[src/rtl/alu_seq.sv]
// Handshaked sequential ALU: single-cycle logic/arithmetic ops plus iterative
// shifts (one bit per cycle) and a W-cycle shift-add multiplier.
module alu_seq #(
  parameter int W = 4
) (
  input  logic         clk,
  input  logic         rst_n,
  input  logic         in_valid,
  output logic         in_ready,
  input  logic [W-1:0] a,
  input  logic [W-1:0] b,
  input  logic [3:0]   op,
  output logic         out_valid,
  input  logic         out_ready,
  output logic [W-1:0] res,
  output logic         car,
  output logic         of,
  output logic         zf,
  output logic         err
);
  localparam int LW = $clog2(W);
  localparam logic [W:0]  ONE_W1  = (W+1)'(1);
  localparam logic [LW:0] CNT_ONE = (LW+1)'(1);
  localparam logic [LW:0] CNT_MUL = (LW+1)'(W);

  typedef enum logic [1:0] {IDLE, EXEC, DONE} state_t;

  state_t          state;
  logic [3:0]      op_reg;
  logic [W-1:0]    data_reg;   // shift data, or the multiplier for mul
  logic [2*W-1:0]  mc_reg;     // multiplicand, shifted left each mul step
  logic [2*W-1:0]  acc_reg;
  logic [LW:0]     cnt_reg;

  logic [LW-1:0]   shamt;
  logic            is_shift;
  logic [W:0]      sum, diff;
  logic [W-1:0]    alu_res;
  logic            alu_car, alu_of, alu_err;
  logic [W-1:0]    sh_next;
  logic            sh_out;
  logic [2*W-1:0]  acc_next;

  assign in_ready  = (state == IDLE);
  assign out_valid = (state == DONE);
  assign shamt     = b[LW-1:0];
  assign is_shift  = (op == 4'd8) || (op == 4'd9) || (op == 4'd10);
  assign sum       = {1'b0, a} + {1'b0, b};
  assign diff      = {1'b0, a} + {1'b0, ~b} + ONE_W1;
  assign acc_next  = acc_reg + (data_reg[0] ? mc_reg : '0);

  // Single-cycle results, computed from the operands at the accept edge.
  always_comb begin
    alu_res = '0;
    alu_car = 1'b0;
    alu_of  = 1'b0;
    alu_err = 1'b0;
    case (op)
      4'd0: begin
        {alu_car, alu_res} = sum;
        alu_of = (a[W-1] == b[W-1]) && (sum[W-1] != a[W-1]);
      end
      4'd1: begin
        {alu_car, alu_res} = diff;
        alu_of = (a[W-1] != b[W-1]) && (diff[W-1] != a[W-1]);
      end
      4'd2:  alu_res = ~a;
      4'd3:  alu_res = a & b;
      4'd4:  alu_res = a | b;
      4'd5:  alu_res = a ^ b;
      4'd6:  alu_res = {{(W-1){1'b0}}, ($signed(a) < $signed(b))};
      4'd7:  alu_res = {{(W-1){1'b0}}, (a == b)};
      4'd8, 4'd9, 4'd10: alu_res = a;   // zero shift amount
      4'd11: alu_res = '0;
      default: alu_err = 1'b1;
    endcase
  end

  always_comb begin
    sh_next = data_reg;
    sh_out  = 1'b0;
    case (op_reg)
      4'd8:    begin sh_next = {data_reg[W-2:0], 1'b0};         sh_out = data_reg[W-1]; end
      4'd9:    begin sh_next = {1'b0, data_reg[W-1:1]};         sh_out = data_reg[0];   end
      4'd10:   begin sh_next = {data_reg[W-1], data_reg[W-1:1]}; sh_out = data_reg[0];  end
      default: begin sh_next = data_reg;                        sh_out = 1'b0;          end
    endcase
  end

  always_ff @(posedge clk or negedge rst_n) begin
    if (!rst_n) begin
      state    <= IDLE;
      op_reg   <= '0;
      data_reg <= '0;
      mc_reg   <= '0;
      acc_reg  <= '0;
      cnt_reg  <= '0;
      res      <= '0;
      car      <= 1'b0;
      of       <= 1'b0;
      zf       <= 1'b0;
      err      <= 1'b0;
    end else begin
      case (state)
        IDLE: begin
          if (in_valid) begin
            op_reg   <= op;
            data_reg <= (op == 4'd11) ? b : a;
            mc_reg   <= {{W{1'b0}}, a};
            acc_reg  <= '0;
            if (is_shift && (shamt != '0)) begin
              cnt_reg <= {1'b0, shamt};
              state   <= EXEC;
            end else if (op == 4'd11) begin
              cnt_reg <= CNT_MUL;
              state   <= EXEC;
            end else begin
              res   <= alu_res;
              car   <= alu_car;
              of    <= alu_of;
              zf    <= (alu_res == '0);
              err   <= alu_err;
              state <= DONE;
            end
          end
        end
        EXEC: begin
          cnt_reg <= cnt_reg - CNT_ONE;
          if (op_reg == 4'd11) begin
            acc_reg  <= acc_next;
            mc_reg   <= mc_reg << 1;
            data_reg <= data_reg >> 1;
          end else begin
            data_reg <= sh_next;
          end
          // Last step: publish the result straight from this cycle's step.
          if (cnt_reg == CNT_ONE) begin
            state <= DONE;
            of    <= 1'b0;
            err   <= 1'b0;
            if (op_reg == 4'd11) begin
              res <= acc_next[W-1:0];
              car <= |acc_next[2*W-1:W];
              zf  <= (acc_next[W-1:0] == '0);
            end else begin
              res <= sh_next;
              car <= sh_out;
              zf  <= (sh_next == '0);
            end
          end
        end
        DONE: begin
          if (out_ready) state <= IDLE;
        end
        default: state <= IDLE;
      endcase
    end
  end
endmodule

[config.mk]
export PLATFORM = sky130hd
export DESIGN_NAME = alu_seq
export DESIGN_NICKNAME = d
export VERILOG_FILES = /design/src/rtl/alu_seq.sv
export SDC_FILE = /design/constraint.sdc
export NUM_CORES = 1
export LEC_CHECK = 0
export ABC_AREA = 1
export ABC_CLOCK_PERIOD_IN_PS = 3980
export BUFFER_PORTS_ARGS = -buffer_cell sky130_fd_sc_hd__buf_2
export CAP_MARGIN = 0
export CORE_ASPECT_RATIO = 1.2
export CORE_MARGIN = 2
export CORE_UTILIZATION = 60
export CTS_CLUSTER_SIZE = 28
export DETAILED_ROUTE_END_ITERATION = 7
export PLACE_DENSITY = 0.87
export SLEW_MARGIN = 40
export SYNTH_ARGS = -nofsm -noshare
export SYNTH_HDL_FRONTEND = slang
export SYNTH_SLANG_ARGS = --single-unit
[constraint.sdc]
create_clock -name clk -period 3.98 [get_ports clk]
set_input_delay 0.796 -clock clk [delete_from_list [all_inputs] [get_ports clk]]
set_output_delay 0.796 -clock clk [all_outputs]
set_load 0.005 [all_outputs]
# After elaboration in Yosys (flattened, before gate mapping)
# Index checks and enable logic that the tools add are counted.
[classes] reduce_logical=22 n_eq_ne=30 mux=54 n_lt_le_gt_ge=1 bitwise_logic=5 add_sub_neg=5
[ops] operator="8-bit two-way mux" count=5
[ops] operator="4-bit one-hot mux with 9 select lines" count=1
[ops] operator="4-bit equality test, second input constant" count=8
[ops] operator="4-bit two-way mux" count=8
[ops] operator="8-bit one-hot mux with 2 select lines" count=2
[ops] operator="1-bit two-way mux" count=18
[ops] operator="4-bit by 3-bit equality test with 1-bit output, second input constant" count=4
[ops] operator="4-bit logical NOT" count=4
[ops] operator="4-bit one-hot mux with 2 select lines" count=2
[ops] operator="1-bit one-hot mux with 2 select lines" count=7
[ops] operator="4-bit one-hot mux with 3 select lines" count=1
[ops] operator="11-bit OR reduction" count=1
[ops] operator="4-bit by 4-bit adder with 5-bit output" count=2
[ops] operator="2-bit two-way mux" count=5
[ops] operator="2-bit inequality test, second input constant" count=5
[ops] operator="3-bit two-way mux" count=3
[ops] operator="3-bit AND reduction" count=3
[ops] operator="8-bit adder" count=1
[ops] operator="4-bit by 2-bit equality test with 1-bit output, second input constant" count=2
[ops] operator="4-bit NOT" count=2
[ops] operator="2-bit one-hot mux with 3 select lines" count=1
[ops] operator="3-bit one-hot mux with 2 select lines" count=1
[ops] operator="5-bit by 1-bit adder with 5-bit output, second input constant" count=1
[ops] operator="5-bit AND reduction" count=1
[ops] operator="22 further kinds" count=29
[totals] regBits=37 out_inout_bits=10 word_cells=128 in_bits=16

# Longest topological paths before layout
[logic_depth] word_depth=10 ltp_mapped=16

# Worst setup path after synthesis
# No wires, ideal clock.
[synth_path] kind="input -> register" from="input a[0]" to="register zf" arrival_ns=2.140 n_path_buf=0 cell_stages=10 t_required_ns=3.903 slack_ns=1.762 cell_sequence="inv_1 > ha_1 > fa_1 > o21ai_0 > nand2_1 > nand3_1 > nand3_1 > nor2_1 > nand3_1 > a21oi_1"
[synth_between] elab_chain_len=8
[synth_rtl] item="start, declared" line_no="10" rtl="input logic [W-1:0] a,"
[synth_rtl] item="4-bit by 4-bit adder with 5-bit output" line_no="49" rtl="assign diff = {1'b0, a} + {1'b0, ~b} + ONE_W1;"
[synth_rtl] item="5-bit by 1-bit adder with 5-bit output" line_no="49"
[synth_rtl] item="4-bit one-hot mux with 9 select lines (*)" line_no="58" rtl="case (op)"
[synth_rtl] item="4-bit logical NOT (*)" line_no="121" rtl="zf <= (alu_res == '0);"
[synth_rtl] item="1-bit two-way mux (*)" line_no="114" rtl="end else if (op == 4'd11) begin"
[synth_rtl] item="1-bit two-way mux (*)" line_no="111" rtl="if (is_shift && (shamt != '0)) begin"
[synth_rtl] item="1-bit two-way mux (*)" line_no="106" rtl="if (in_valid) begin"
[synth_rtl] item="1-bit one-hot mux with 2 select lines (*)" line_no="104" rtl="case (state)"
[synth_rtl] item="end signal, assigned" line_no="121"
[synth_rtl] item="end signal, assigned" line_no="144" rtl="zf <= (acc_next[W-1:0] == '0);"
[synth_rtl] item="end signal, assigned" line_no="148" rtl="zf <= (sh_next == '0);"
[synth_rtl] item="end, declared" line_no="18" rtl="output logic zf,"
# Every way passes the cells marked *; elsewhere a longest branch is shown, timed or not. The select of a mux whose other input is x is not followed.
# A chain may end at the register's enable or synchronous reset.

# Final worst setup path
[layout_path] from="input a[3]" to="register car"
[layout_between] elab_chain_len=7
[layout_rtl] item="4-bit by 4-bit adder with 5-bit output" line_no="49"
[layout_rtl] item="5-bit by 1-bit adder with 5-bit output" line_no="49"
[layout_rtl] item="1-bit one-hot mux with 2 select lines (*)" line_no="58"
[layout_rtl] item="1-bit two-way mux (*)" line_no="114"
[layout_rtl] item="1-bit two-way mux (*)" line_no="111"
[layout_rtl] item="1-bit two-way mux (*)" line_no="106"
[layout_rtl] item="1-bit one-hot mux with 2 select lines (*)" line_no="104"
[layout_rtl] item="end signal, assigned" line_no="119" rtl="car <= alu_car;"
[layout_rtl] item="end signal, assigned" line_no="143" rtl="car <= |acc_next[2*W-1:W];"
[layout_rtl] item="end signal, assigned" line_no="147" rtl="car <= sh_out;"
[layout_rtl] item="end, declared" line_no="16" rtl="output logic car,"
# Marked as above.

==> summary.md <==
| Metric | Value |
|---|---|
| Synth Warn # | `0` |
| Pwr/cell area | `494 nW/µm²` |
| Startpoint Class | `primary input` |
| Seq/Total Area, Yosys | `30.4%` |
| DR vias/cell | `5.81` |
| Static leakage | `1.79 nW` |
| Sum Neg Setup Slack | `0 ps` |
| Die width | `69.0 µm` |
| Final hold violations | `0` |
| Gr usage total | `31.4%` |
| Fin crit share | `59.4%` |
| Routed WL | `8640 µm` |
| Cts repair resizes | `0` |
| Hold_buf cts | `0` |
| Drt wl/cell | `16.4 µm` |
| Launch point of the worst reg-to-reg path | `state[0]` |
| Pre-CTS setup slack | `1390 ps` |
| Total number of vias | `3069` |
| Area delta synth->final | `7.15%` |
| Flop2flop setup slack | `1740 ps` |
| Fin cells | `528` |
| Clock Sinks | `37` |
| Detail Route Antenna Nets | `0` |
| Root buffer cell | `clkbuf_8` |
| Worst path arrival time | `2550 ps` |
| Footprint of the multi-input gates | `1810 µm²` |
| Fin nets | `509` |
| Layout Skew | `8.33 ps` |
| Hold/Removal Path Class | `in -> async` |
| Pins Over Slew Limit | `0` |
| Worst Path Max Fanout | `9` |
| Drc violations | `8` |
| Crit Path Class | `in -> reg` |
| Core ar. | `4900 µm²` |
| Fmax | `423 MHz` |
| Die Y | `82.0 µm` |
| Pre-antenna DRT Iters | `8` |
| Worst Setup End Kind | `register` |
| Status | `finished with violations` |
| Reg2Reg Depth | `5` |
| Min Tclk post-route | `2360 ps` |
| CTS max path bufs | `2` |
| Failing checks | `design-rule violations` |
| Initial Util | `62.1%` |
| Critical Path RT | `4170 ps` |
| Synthesis-stage register bit count | `37` |
| Final hold slack | `466 ps` |
| Worst-Margin Slew | `652 ps` |
| IO Pins | `26` |
| Peak VDD IR | `0.191 mV` |
| Later-pin clock latency in the skew report | `290 ps` |
| PnR worst setup slack | `1620 ps` |
| DP HPWL | `6810 µm` |
| Max H-tree Level | `2` |
| Full die area | `5660 µm²` |
| End of the critical path | `car` |
| First-pass GRT wire length | `13800 µm` |
| Total CTS buffers | `5` |
| Synth Instances | `448` |
| Number of cells after detailed placement | `522` |
| Antenna cells | `0` |
| Number of global-route vias before repair | `2995` |
| Initial antenna violation count | `0` |
| RR Endpoint | `acc_reg[2]` |
| Relative slew slack | `56.3%` |
| DRT iter0 DRCs | `186` |
| # port buffers | `25` |
| CTS tree | `done` |
| Setup crit start | `a[3]` |
| Max-cap violations | `0` |
| Worst-path clk slew | `70 ps` |
| Distinct cells, synth | `37` |
| Setup bufs post-CTS | `0` |
| FILL cells | `445` |
| Net Count, Synth | `488` |
| Layout cells sized above 1 | `10.7%` |
| RSZ-0062 raised after global routing | `no` |
| Register area | `926 µm²` |
| Mapped Area | `3040 µm²` |
| Row count | `28` |
| GRT overflow | `0` |
| Mean cell area of the mapped netlist | `6.80 µm²` |
| GPL Wtd Cong | `1.01` |
| Largest net degree at the start of global routing | `38` |
| # setup viols final | `0` |
cell usage in the layout (no fill, tap or decap), drive strengths merged, types with 2 or more instances in the layout:
cell / Yosys / layout
a21oi: 23 / 23
buf: 9 / 25
clkbuf: 2 / 5
dfrtp: 37 / 37
fa: 3 / 3
ha: 21 / 21
inv: 65 / 65
nand2: 112 / 112
nand3: 47 / 47
nand3b: 3 / 3
nand4: 3 / 3
nor2: 58 / 58
nor3: 4 / 4
o211ai: 6 / 6
o21a: 2 / 2
o21ai: 33 / 33
o22ai: 5 / 5
or2: 3 / 3
xnor2: 3 / 3
xor2: 3 / 3
how the worst min path moves through the flow:
| stage | cells after the start | from | endpoint |
|---|---|---|---|
| detailed placement | 2 | op_reg[3] | op_reg[3] |
| CTS | 2 | op_reg[3] | op_reg[3] |
| floorplan | 2 | op_reg[2] | op_reg[2] |
| global route | 1 | rst_n | data_reg[3] |
| finish | 1 | rst_n | acc_reg[1] |
| global placement | 2 | of | of |
layer usage:
metal / global-route usage, % / part of all wire (%)
met2: 61.3 / 53
met1: 32.6 / 38
met4: 16.9 / 5.3
met5: 0 / 0
met3: 4.66 / 3.4
worst max-delay path, stage by stage:
cell and delay (ps):
buf_2 160, inv_1 100, ha_1 440, inv_1 140, or2_2 300, nand3_1 80, nand2_1 70, nand2_1 90
nand3_2 80, nor2_1 110, nand3_1 80, nand2_1 60, inv_1 30
per-stage QoR:
step | utilization, % | cell area (µm²) | power (mW)
after global routing | 66.5 | 3260 | 1.73
after CTS | 66.5 | 3260 | 1.59
after global placement | 64.9 | 3190 | 1.32
after detailed placement | 64.9 | 3190 | 1.35
after floorplan | - | 3040 | 1.12
final | 66.5 | 3260 | 1.61
power breakdown:
group | internal (mW) | switching [mW] | total [mW]
combinational | 0.265 | 0.510 | 0.775
sequential | 0.490 | 0.102 | 0.592
clock | 0.115 | 0.129 | 0.244
total | 0.870 | 0.741 | 1.61
synth_stat cells:
cell type	count	area (µm²)
a21oi_1	21	105
a22oi_1	1	7.51
nand2_1	105	394
nand3_1	46	230
nand2_4	1	11.3
mux2_2	1	11.3
a21o_1	1	7.51
nor3_1	4	20.0
o21ai_0	32	160
xor2_1	3	26.3
nand3b_1	3	22.5
or2_2	2	12.5
inv_2	1	3.75
nor2_1	56	210
o32ai_1	1	8.76
a21oi_2	1	8.76
dfrtp_1	37	926
buf_6	1	11.3
a21oi_4	1	16.3
o21ai_1	1	5.00
ha_1	21	263
fa_1	3	60.1
nand3_2	1	10.0
a31o_2	1	8.76
inv_4	2	12.5
a22o_1	1	8.76
o211ai_1	6	45.0
clkbuf_1	2	7.51
nand4_1	3	18.8
buf_2	8	40.0
o21a_1	2	15.0
nor2_4	2	22.5
xnor2_1	3	26.3
nand2_2	6	37.5
inv_1	62	233
o22ai_1	5	31.3
or2_1	1	6.26
cell families (layout without fill, tap and decap cells):
family / count (synthesis) / in the layout / share of synthesized area, %
AO/OA/AOI/OAI: 74 / 74 / 14.1
XOR/XNOR: 6 / 6 / 1.73
AND/OR/NAND/NOR: 230 / 230 / 32.7
flip-flops: 37 / 37 / 30.4
adder cells (fa/ha/maj): 24 / 24 / 10.6
buffers and inverters: 76 / 96 / 10.1
multiplexers: 1 / 1 / 0.370
layout make-up:
cell class	instances	share of cell area, %
Multi-Input combinational cell	335	55.5
Sequential cell	37	28.4
Inverter	65	7.63
Timing Repair Buffer	25	3.91
Tap cell	60	2.30
Clock buffer	5	2.11
Clock inverter	1	0.153
No activity file was read; power rests on OpenSTA's default activity.
